**config.mk**
```make
export PLATFORM = sky130hd
export DESIGN_NAME = inst_sram_axi_rd_bridge
export DESIGN_NICKNAME = d
export VERILOG_FILES = /design/src/rtl/inst_sram_axi_rd_bridge_pkg.sv /design/src/rtl/axi_ar_slot.sv /design/src/rtl/inst_sram_axi_rd_bridge.sv
export SDC_FILE = /design/constraint.sdc
export NUM_CORES = 1
export LEC_CHECK = 0
export BUFFER_PORTS_ARGS = -buffer_cell sky130_fd_sc_hd__clkbuf_2
export CORE_AREA = 2 2 81 83
export DETAILED_ROUTE_END_ITERATION = 12
export DIE_AREA = 0 0 83 85
export GPL_TIMING_DRIVEN = 0
export PLACE_DENSITY = 0.72
export RECOVER_POWER = 25
export SLEW_MARGIN = 15
export SYNTH_ARGS = -nofsm -noshare
export SYNTH_HDL_FRONTEND = slang
export SYNTH_SLANG_ARGS = --single-unit
```
**constraint.sdc**
```tcl
create_clock -name clk -period 4.3 [get_ports clk]
set_clock_uncertainty 0.15 [all_clocks]
set_input_delay 0 -clock clk [delete_from_list [all_inputs] [get_ports clk]]
set_output_delay 0 -clock clk [all_outputs]
set_load 0.02 [all_outputs]
```
**src/rtl/inst_sram_axi_rd_bridge_pkg.sv**
```systemverilog
// inst_sram_axi_rd_bridge_pkg: shared AXI read constants, default instruction ARID and SRAM size codes
package inst_sram_axi_rd_bridge_pkg;
    localparam logic [1:0] BURST_INCR    = 2'b01;
    localparam logic [7:0] LEN_SINGLE    = 8'd0;
    localparam logic [1:0] LOCK_DEFAULT  = 2'd0;
    localparam logic [3:0] CACHE_DEFAULT = 4'd0;
    localparam logic [2:0] PROT_DEFAULT  = 3'd0;
    localparam logic [3:0] INST_ARID     = 4'd0;
    localparam logic [1:0] SIZE_BYTE     = 2'b00;
    localparam logic [1:0] SIZE_HALF     = 2'b01;
    localparam logic [1:0] SIZE_WORD     = 2'b10;
endpackage

```
**src/rtl/axi_ar_slot.sv**
```systemverilog
// axi_ar_slot: single-entry AR holding register with valid/ready
// Ports: load_i/addr_i/size_i capture a new request (caller loads only when valid_o is low);
//        ready_i is the AXI arready; valid_o/addr_o/size_o drive the AR channel.
module axi_ar_slot (
    input  logic        clk,
    input  logic        reset,
    input  logic        load_i,
    input  logic [31:0] addr_i,
    input  logic [2:0]  size_i,
    input  logic        ready_i,
    output logic        valid_o,
    output logic [31:0] addr_o,
    output logic [2:0]  size_o
);
    logic        valid_q, valid_d;
    logic [31:0] addr_q, addr_d;
    logic [2:0]  size_q, size_d;

    always_comb begin
        valid_d = load_i | (valid_q & ~ready_i);
        addr_d  = load_i ? addr_i : addr_q;
        size_d  = load_i ? size_i : size_q;
    end

    always_ff @(posedge clk) begin
        if (reset) begin
            valid_q <= 1'b0;
            addr_q  <= '0;
            size_q  <= '0;
        end else begin
            valid_q <= valid_d;
            addr_q  <= addr_d;
            size_q  <= size_d;
        end
    end

    assign valid_o = valid_q;
    assign addr_o  = addr_q;
    assign size_o  = size_q;
endmodule

```
**src/rtl/inst_sram_axi_rd_bridge.sv**
```systemverilog
// inst_sram_axi_rd_bridge: SRAM-like instruction fetch port to single-beat in-order AXI4 reads
// Ports: sram_* is the fetch-side request/response handshake (write fields ignored);
//        ar*/r* are the AXI4 read address and read data channels toward memory.
module inst_sram_axi_rd_bridge
    import inst_sram_axi_rd_bridge_pkg::*;
#(
    parameter int         MAX_OUTSTANDING = 2,
    parameter logic [3:0] AXI_ARID        = INST_ARID
) (
    input  logic        clk,
    input  logic        reset,
    input  logic        sram_req,
    input  logic        sram_wr,
    input  logic [1:0]  sram_size,
    input  logic [31:0] sram_addr,
    input  logic [3:0]  sram_wstrb,
    input  logic [31:0] sram_wdata,
    output logic        sram_addr_ok,
    output logic        sram_data_ok,
    output logic [31:0] sram_rdata,
    output logic [3:0]  arid,
    output logic [31:0] araddr,
    output logic [7:0]  arlen,
    output logic [2:0]  arsize,
    output logic [1:0]  arburst,
    output logic [1:0]  arlock,
    output logic [3:0]  arcache,
    output logic [2:0]  arprot,
    output logic        arvalid,
    input  logic        arready,
    input  logic [3:0]  rid,
    input  logic [31:0] rdata,
    input  logic [1:0]  rresp,
    input  logic        rlast,
    input  logic        rvalid,
    output logic        rready
);
    localparam int             CW      = $clog2(MAX_OUTSTANDING + 1);
    localparam logic [CW-1:0]  CNT_MAX = CW'(MAX_OUTSTANDING);

    logic [CW-1:0] cnt_q, cnt_d;
    logic          unused_ok;

    // Only one AR may be pending: a new request waits until the slot has drained.
    assign sram_addr_ok = sram_req & ~arvalid & (cnt_q < CNT_MAX) & ~reset;
    assign rready       = cnt_q != '0;
    assign sram_data_ok = rvalid & rready;
    assign sram_rdata   = rdata;

    always_comb begin
        cnt_d = (sram_addr_ok & ~sram_data_ok) ? cnt_q + CW'(1) :
                (sram_data_ok & ~sram_addr_ok) ? cnt_q - CW'(1) : cnt_q;
    end

    always_ff @(posedge clk) begin
        if (reset) cnt_q <= '0;
        else       cnt_q <= cnt_d;
    end

    axi_ar_slot u_ar_slot (
        .clk     (clk),
        .reset   (reset),
        .load_i  (sram_addr_ok),
        .addr_i  (sram_addr),
        .size_i  ({1'b0, sram_size}),
        .ready_i (arready),
        .valid_o (arvalid),
        .addr_o  (araddr),
        .size_o  (arsize)
    );

    assign arid    = AXI_ARID;
    assign arlen   = LEN_SINGLE;
    assign arburst = BURST_INCR;
    assign arlock  = LOCK_DEFAULT;
    assign arcache = CACHE_DEFAULT;
    assign arprot  = PROT_DEFAULT;

    // Write-side fields and R sideband carry no meaning for in-order single-beat instruction reads.
    assign unused_ok = ^{sram_wr, sram_wstrb, sram_wdata, rid, rresp, rlast};
endmodule

```
==> flow_summary.ini, run 1 <==
[status]
status = finished with violations
violations = hold timing

[place]
io_buffers = 107
dp_slack_ns = 2.084
placed_cells_incl_taps = 392
dpl_cell_area_mm2 = 0.002535
place.gp.congestion = 0.6850
dp_hpwl_um = 2912

[critical_path]
path_class = reg -> reg
worstRegToRegCells = 7
crit_path_start_kind = flip-flop
arrival_ns = 2.29
worstReg2RegStart = cnt_q[1]$_SDFFE_PP0P_
critPathMaxFanout = 10
cp-startpoint = cnt_q[1]$_SDFFE_PP0P_
cp-end-kind = flip-flop
required_ns = 4.37

[cells_and_area]
post-route-util = 0.5043
n_antenna_cell = 0
fin_area_mm2 = 0.003129
fillers = 585
fin_nets = 489
final_cell_count_no_fill = 451
area_growth_pct = 71.89
drive_gt1_frac = 0.4064

[clock_tree]
cts.sinks = 37
clock_path_buffers = 2
clk_pin_slew_worst_paths_ns = 0.07
ctsResizeCount = 0
clk_latency_ns = 0.28
cts-root-buf = clkbuf_8
cts_tree = done
postCtsSetupRepairBufs = 0
cts-buffers-inserted = 5
cts_max_level = 2

[synth]
synth_cell_types = 19
syn_avg_cell_area_um2 = 9.788
ys_ff_latch = 37
synth.top_cells.by_area = dfxtp_1 (41%), buf_4 (23%), mux2i_1 (19%)
synth_area_mm2 = 0.001820
synth_top_area_share = 0.4069
yosys.area.top_type = dfxtp_1
syn_inst = 186
yosysSeqAreaShare = 0.4069
ys_warn_count = 0

[timing]
rsz0062_at_grt = false
setup_viol = 0
fmax_mhz = 449.0
timing.final.crit_share = 0.5179
hold_viol_final = 1
final.setup.tns_ns = 0
drv_slew = 0
worst_slack_ns = 2.073
min_period_ns = 2.227
fin_hold_ws_ns = -0.005838

[floorplanning]
dieArea_mm2 = 0.007055
num_io_pins = 209
core-area_mm2 = 0.006205
die_y_um = 85
start_util = 0.2934
num_rows = 29
fp.dieW_um = 83

[route]
num_vias = 1743
wirelength_um = 4615
firstDrtPassIters = 4
first_iter_violations = 38
via_per_inst = 3.865
final_antenna_net_count = 0
wl_per_cell_um = 10.23
drc = 0

[global_routing]
grt_max_degree = 12
antenna_found_initial = 0
grt.overflow.total = 0
grt_pass1_wl_um = 7327
grt_usage = 0.1272
first_global_vias = 1662

[min_path]
hold_depth = 2
worstHoldStart = reset
hp-class = in -> reg

[pwr]
power.density_mw_per_mm2 = 414.7
finalPower_mw = 1.298
power.leakage_nw = 1.660
ir_drop_mv = 0.3381

[job]
maxCapViolations = 0
-- where the power goes --
part           internal [mW]  switching, mW
registers              0.402         0.0367
logic                  0.271          0.281
clock network          0.189          0.118
total                  0.862          0.435
-- area by class of cell --
type | count | area [um2] | area share
Buffer | 64 | 508.0 | 0.1623
Clock buffer | 7 | 86.33 | 0.02759
Tap cell | 77 | 96.34 | 0.03079
Multi-Input combinational cell | 105 | 646.9 | 0.2067
Clock inverter | 1 | 30.03 | 0.009596
Timing Repair Buffer | 158 | 1013 | 0.3239
Sequential cell | 37 | 740.7 | 0.2367
Inverter | 2 | 7.507 | 0.002399
-- cells by family after synthesis --
group                      synth area share
buffers and inverters                0.2832
and+or+nand+nor                     0.09416
other                              0.004125
DFF                                  0.4069
muxes                                0.1869
adders and majority gates          0.006872
xor gates and xnor gates           0.009624
AOI/OAI and AO/OA                  0.008245
-- worst paths after layout --
check | end | slack [ns]
setup reg to reg | cnt_q[1]$_SDFFE_PP0P_ | 2.07
hold reg to reg | u_ar_slot.addr_o[17]$_SDFFE_PP0P_ | 0.34
hold / removal | cnt_q[1]$_SDFFE_PP0P_ | -0.006
setup / recovery | cnt_q[1]$_SDFFE_PP0P_ | 2.07
-- critical path, cell delays in order, from the launching register on --
cell	delay, ns
dfxtp_1	0.35
nor3b_2	0.22
buf_6	0.21
buf_12	0.16
nor2b_1	0.20
ha_1	0.29
or3_2	0.45
a21oi_1	0.14
-- layout by cell type (no fill, tap or decap) --
cell type	n
clkbuf_2	81
buf_4	56
dlygate4sd3_1	51
dfxtp_1	37
nor2_1	36
mux2i_1	34
clkbuf_1	30
conb_1	24
clkbuf_8	6
buf_12	3
inv_1	2
xor2_1	2
a21oi_1	2
nor3b_2	1
buf_6	1
nor2b_1	1
or2_2	1
nand2_1	1
buf_2	1
o21ai_0	1
or3_2	1
ha_1	1
bufinv_16	1
-- state kept, by name, indices dropped and copies added (netlist names) --
| name | count |
|---|---|
| cnt_q | 2 |
| u_ar_slot.addr_o | 32 |
| u_ar_slot.size_o | 2 |
| u_ar_slot.valid_o | 1 |
-- cells in the mapped netlist (all sizes together) --
| library cell | count |
|---|---|
| o21ai | 1 |
| nor3b | 1 |
| inv | 2 |
| ha | 1 |
| mux2i | 34 |
| nor2 | 36 |
| or3 | 1 |
| nor2b | 1 |
| conb | 2 |
| a21oi | 2 |
| dfxtp | 37 |
| or2 | 1 |
| xor2 | 2 |
| buf | 61 |
| clkbuf | 3 |
| nand2 | 1 |
-- layer usage --
metal | track usage | vias up | part of all wire | wire (um)
met1 | 0.1312 | 760 | 0.37 | 1690
met4 | 0.04322 | 0 | 0.013 | 58
met5 | 0 | - | 0 | 0
met3 | 0.03988 | 8 | 0.083 | 383
met2 | 0.2427 | 95 | 0.54 | 2482
li1 | - | 880 | - | -
-- what timing repair did --
action                     CTS  global route
setup endpoints to repair    0             0
hold endpoints to repair    35             0
hold buffers                51             0
Note: power is estimated with default switching activity, not from simulation.
==> inputs of run 2 (changes only) <==
--- a/config.mk
+++ b/config.mk
@@ -10,7 +10,7 @@
 export DETAILED_ROUTE_END_ITERATION = 12
 export DIE_AREA = 0 0 83 85
 export GPL_TIMING_DRIVEN = 0
-export PLACE_DENSITY = 0.72
+export PLACE_DENSITY = 0.75
 export RECOVER_POWER = 25
 export SLEW_MARGIN = 15
 export SYNTH_ARGS = -nofsm -noshare
==> constraint.sdc (replaced) <==
create_clock -name clk -period 1.9 [get_ports clk]
set_clock_uncertainty 0.15 [all_clocks]
set_input_delay 0 -clock clk [delete_from_list [all_inputs] [get_ports clk]]
set_output_delay 0 -clock clk [all_outputs]
set_load 0.02 [all_outputs]
==> run 2 against run 1 <==
  * The flow now finishes without violations
  * Sequential power increased by 130%
  * Total power increased by 110%
  * First-iteration DRC count decreased by 2.6%
  * Final cell count decreased by 2.4%
  * Via count increased by 0.98%
  * Fmax increased by 24%
  * Clock power increased by 75%
  * Utilization decreased by 2.1 points
  * Critical path depth decreased by 1
  * Worst hold slack improved by 0.013 ns
  * Critical endpoint unchanged
  * Largest cell class unchanged
  * Largest power group unchanged
==> flow_summary.ini, run 2 (synthesis gave the netlist of run 1 again) <==
[timing]
max-slew-margin-rel = 0.6346
fmax_mhz = 557.3
timing.final.crit_share = 0.9445
final.setup.tns_ns = 0
worst_slack_ns = 0.1055
drv_slew = 0
worst_pin_slew_ns = 0.5481
min_period_ns = 1.794
rsz0062_at_grt = false
setup_viol = 0
hold_viol_final = 0

[pwr]
clockPowerShare = 0.194
ir_drop_mv = 0.7643
p_int_mw = 1.763
power.density_mw_per_mm2 = 923.9
netSwitchingFraction = 0.3633
power.leakage_nw = 1.573
combPwrFrac = 0.450
switchingPower_mw = 1.006
finalPower_mw = 2.770
share_seq_of_total_power = 0.357

[critical_path]
timing.rr.end = cnt_q[1]$_SDFFE_PP0P_
critPathMaxFanout = 3
worstRegToRegCells = 6
required_ns = 1.97
worstReg2RegStart = cnt_q[1]$_SDFFE_PP0P_
max_stage_delay_ns = 0.35
path_class = reg -> reg
slowest_stage = or3_4
cp-end-kind = flip-flop
path_buf_inv = 1
cp-startpoint = cnt_q[1]$_SDFFE_PP0P_
crit_path_start_kind = flip-flop
crit_chain = buf_4 -> or2_2 -> nand2_2 -> ha_4 -> or3_4 -> a21oi_1
r2r_slack_ns = 0.11
cpLargestDelayFamily = simple AND/OR/NAND/NOR gates
arrival_ns = 1.86

[clock_tree]
clock_path_buffers = 2
clk_latency_ns = 0.29
cts_tree = done
cts-root-buf = clkbuf_8
cts_max_level = 2
clk_pin_slew_worst_paths_ns = 0.08
cts-buffers-inserted = 5
cts.sinks = 37

[cells_and_area]
fin_nets = 478
fillers = 574
drive_gt1_frac = 0.4463
final_cell_count_no_fill = 440
largest_reg_flops = 32
post-route-util = 0.4832
n_antenna_cell = 0
most-common-layout-cells = clkbuf_2 (81), buf_4 (61), nor2_1 (36), dlygate4sd3_1 (36), dfxtp_1 (35)
area_growth_pct = 64.67
final_common_cell = clkbuf_2

[route]
wirelength_um = 4706
firstDrtPassIters = 3
num_vias = 1760
wl_per_cell_um = 10.70
drc = 0
final_antenna_net_count = 0
first_iter_violations = 37
via_per_inst = 4.000

[global_routing]
antenna_found_initial = 0
grt_pass1_wl_um = 7120
grt_usage = 0.1250
grt_max_degree = 13
first_global_vias = 1653
grt.overflow.total = 0

[min_path]
hold_depth = 2
worstHoldStart = reset
hp-class = in -> reg
worstHoldEndpoint = u_ar_slot.addr_o[2]$_SDFFE_PP0P_

[floorplanning]
start_util = 0.2934
dieArea_mm2 = 0.007055
num_io_pins = 209
die_y_um = 85
core-area_mm2 = 0.006205
num_rows = 29
fp.dieW_um = 83

[place]
placed_cells_incl_taps = 392
place.gp.congestion = 0.6512
dp_hpwl_um = 3115
io_buffers = 107
dp_slack_ns = -0.09433

[job]
maxCapViolations = 0

[status]
status = finished, final reports clean
[run 2: stage by stage]
step	hold WS (ns)	instance area [um2]
detailed placement	0.07447	2562
floorplan	-0.03741	1931
finish	0.006721	2998
global placement	0.07453	2562
global route	0.01538	2998
CTS	0.005922	3017
[run 2: final cells by class]
class / count / area (um2) / area share
multi-input combinational: 105 / 673.1 / 0.2245
sequential: 37 / 745.7 / 0.2487
inverter: 2 / 7.507 / 0.002504
tap: 77 / 96.34 / 0.03214
clock buffer: 5 / 68.82 / 0.02295
timing repair buffer: 148 / 900.9 / 0.3005
buffer: 63 / 488.0 / 0.1628
clock inverter: 3 / 17.52 / 0.005843
[run 2: worst max path at each step]
stage	endpoint	slack, ns	cells past startpoint
5_1_grt	cnt_q[1]$_SDFFE_PP0P_	0.03	6
2_1_floorplan	cnt_q[1]$_SDFFE_PP0P_	-0.11	7
3_3_place_gp	cnt_q[1]$_SDFFE_PP0P_	-0.06	7
6_report	cnt_q[1]$_SDFFE_PP0P_	0.11	6
4_1_cts	cnt_q[1]$_SDFFE_PP0P_	0.03	7
3_5_place_dp	cnt_q[1]$_SDFFE_PP0P_	-0.09	7
[run 2: power groups by stage]
stage	Clock (mW)	Combinational [mW]	Sequential (mW)
6_report	0.536	1.25	0.988
3_5_place_dp	0	1.17	1.00
5_1_grt	0.601	1.35	1.00
4_1_cts	0.568	1.24	0.989
2_1_floorplan	0	0.747	1.14
3_3_place_gp	0	1.15	1.00
[run 2: routing by layer]
metal	vias up	track usage	share of wire
li1	862	-	-
met5	-	0	0
met4	0	0.04769	0.014
met1	808	0.1200	0.36
met2	84	0.2507	0.56
met3	6	0.03405	0.070
[run 2: repair_timing]
action | CTS | global route
pin swaps | 0 | 1
resized for setup | 0 | 2
setup buffers | 1 | 4
hold endpoints to repair | 35 | 0
gates cloned | 0 | 0
hold buffers | 36 | 0
setup endpoints to repair | 1 | 1
[run 2: worst register-to-register path, cell delays in order (launching register included)]
cell	delay, ns
dfxtp_2	0.34
buf_4	0.13
or2_2	0.32
nand2_2	0.11
ha_4	0.22
or3_4	0.35
a21oi_1	0.11
==> inputs of run 3 (changes only) <==
--- a/config.mk
+++ b/config.mk
@@ -6,11 +6,12 @@
 export NUM_CORES = 1
 export LEC_CHECK = 0
 export BUFFER_PORTS_ARGS = -buffer_cell sky130_fd_sc_hd__clkbuf_2
-export CORE_AREA = 2 2 81 83
+export CORE_ASPECT_RATIO = 2
+export CORE_MARGIN = 2
+export CORE_UTILIZATION = 30
 export DETAILED_ROUTE_END_ITERATION = 12
-export DIE_AREA = 0 0 83 85
 export GPL_TIMING_DRIVEN = 0
-export PLACE_DENSITY = 0.75
+export PLACE_DENSITY = 0.76
 export RECOVER_POWER = 25
 export SLEW_MARGIN = 15
 export SYNTH_ARGS = -nofsm -noshare
==> run 3 against run 2 <==
  * Total power grew 9.5%
  * Via count shrank 0.11%
  * Sequential share of layout area shrank 0.33 points
  * Cell area grew 1.3%
  * Die area shrank 4.4%
  * Setup slack gained 0.067 ns
  * Largest power group unchanged
==> flow_summary.ini, run 3 (synthesis gave the netlist of run 1 again) <==
[status]
status = finished, final reports clean

[route]
drc = 0
wirelength_um = 4881
num_vias = 1758
final_antenna_net_count = 0
firstDrtPassIters = 4
first_iter_violations = 48
wl_per_cell_um = 11.48
via_per_inst = 4.136

[pwr]
power.density_mw_per_mm2 = 998.3
p_int_mw = 2.022
power.leakage_nw = 1.598
share_seq_of_total_power = 0.328
combPwrFrac = 0.408
netSwitchingFraction = 0.3332
finalPower_mw = 3.033
switchingPower_mw = 1.011
ir_drop_mv = 0.5928
clockPowerShare = 0.264

[timing]
max-slew-margin-rel = 0.6258
rsz0062_at_grt = false
setup_viol = 0
hold_viol_final = 0
worst_pin_slew_ns = 0.5614
min_period_ns = 1.727
drv_slew = 0
fmax_mhz = 579.0
timing.final.crit_share = 0.9090
fin_hold_ws_ns = 0.01028

[cells_and_area]
largest_reg_flops = 32
n_antenna_cell = 0
fin_area_mm2 = 0.003038
fin_nets = 478
drive_gt1_frac = 0.4420
most-common-layout-cells = clkbuf_2 (81), buf_4 (61), nor2_1 (36), dlygate4sd3_1 (36), dfxtp_1 (35)
final_common_cell = clkbuf_2
post-route-util = 0.5101
area_growth_pct = 66.87

[floorplanning]
dieArea_mm2 = 0.006745
start_util = 0.3057
num_rows = 40
die_y_um = 114.2
fp.dieW_um = 59.09
core-area_mm2 = 0.005956
num_io_pins = 209

[place]
place.gp.congestion = 0.6858
dp_hpwl_um = 3454
io_buffers = 107
dpl_cell_area_mm2 = 0.002545

[critical_path]
r2r_slack_ns = 0.17
arrival_ns = 1.79
cp-end-kind = flip-flop
critPathMaxFanout = 5
cpLargestDelayFamily = simple AND/OR/NAND/NOR gates
required_ns = 1.96
slowest_stage = or3_4
crit_path_start_kind = flip-flop
path_class = reg -> reg
path_buf_inv = 1
max_stage_delay_ns = 0.36
crit_chain = nor3b_2 -> buf_6 -> nor2b_4 -> ha_4 -> or3_4 -> a21oi_2

[clock_tree]
clock_path_buffers = 2
cts_tree = done
cts-root-buf = clkbuf_16
clk_latency_ns = 0.28
cts.sinks = 37
cts-buffers-inserted = 5
cts_max_level = 2
clk_pin_slew_worst_paths_ns = 0.06

[global_routing]
busiest_layer = met2
gr-usage-met3 = 0.03164
grt_usage = 0.1475
grt.overflow.total = 0
grt_pass1_wl_um = 7376
grt_util_met1 = 0.1233
use_met2 = 0.2837
antenna_found_initial = 0
first_global_vias = 1767
grt_max_degree = 11

[job]
maxCapViolations = 0

[min_path]
hp-class = in -> reg
[run 3: layout make-up]
cell class,instances,area [um2]
Fill cell,533,2918
Buffer,63,488.0
Clock buffer,7,142.6
Tap cell,63,78.83
Inverter,2,7.507
Multi-Input combinational cell,105,674.4
Timing Repair Buffer,148,900.9
Sequential cell,37,745.7
[run 3: per-layer routing]
| metal | up-vias | share of wire |
|---|---|---|
| met3 | 12 | 0.089 |
| met1 | 764 | 0.33 |
| met5 | - | 0 |
| li1 | 860 | - |
| met2 | 122 | 0.55 |
| met4 | 0 | 0.037 |
[run 3: repair_timing]
action | in CTS | in global routing
gates resized for setup | 0 | 2
pin swaps | 0 | 1
hold buffers | 36 | 0
endpoints found under the setup margin | 1 | 1
buffers inserted | 1 | 4
hold endpoints to repair | 35 | 0
[run 3: power groups by stage]
stage / registers, mW / clock network (mW) / logic (mW)
after global routing: 1.01 / 0.855 / 1.33
after detailed placement: 1.01 / 0 / 1.17
final: 0.996 / 0.800 / 1.24
after CTS: 0.993 / 0.836 / 1.24
after floorplan: 1.14 / 0 / 0.747
after global placement: 1.00 / 0 / 1.15
[run 3: worst paths after layout]
| path | start | endpoint | depth (start not counted) |
|---|---|---|---|
| max | cnt_q[1]$_SDFFE_PP0P_ | cnt_q[1]$_SDFFE_PP0P_ | 6 |
| min | reset | u_ar_slot.addr_o[2]$_SDFFE_PP0P_ | 2 |
| max reg2reg | cnt_q[1]$_SDFFE_PP0P_ | cnt_q[1]$_SDFFE_PP0P_ | 6 |
| min reg2reg | u_ar_slot.addr_o[11]$_SDFFE_PP0P_ | u_ar_slot.addr_o[11]$_SDFFE_PP0P_ | 2 |
[run 3: metrics by stage]
stage / setup TNS (ns) / worst slack (ns) / std cells
after floorplan: -0.1123 / -0.1123 / 208
after global placement: -0.05316 / -0.05316 / 378
after detailed placement: -0.07792 / -0.07792 / 378
after CTS: 0 / 0.01953 / 422
after global routing: 0 / 0.09891 / 425
final: 0 / 0.1729 / 425
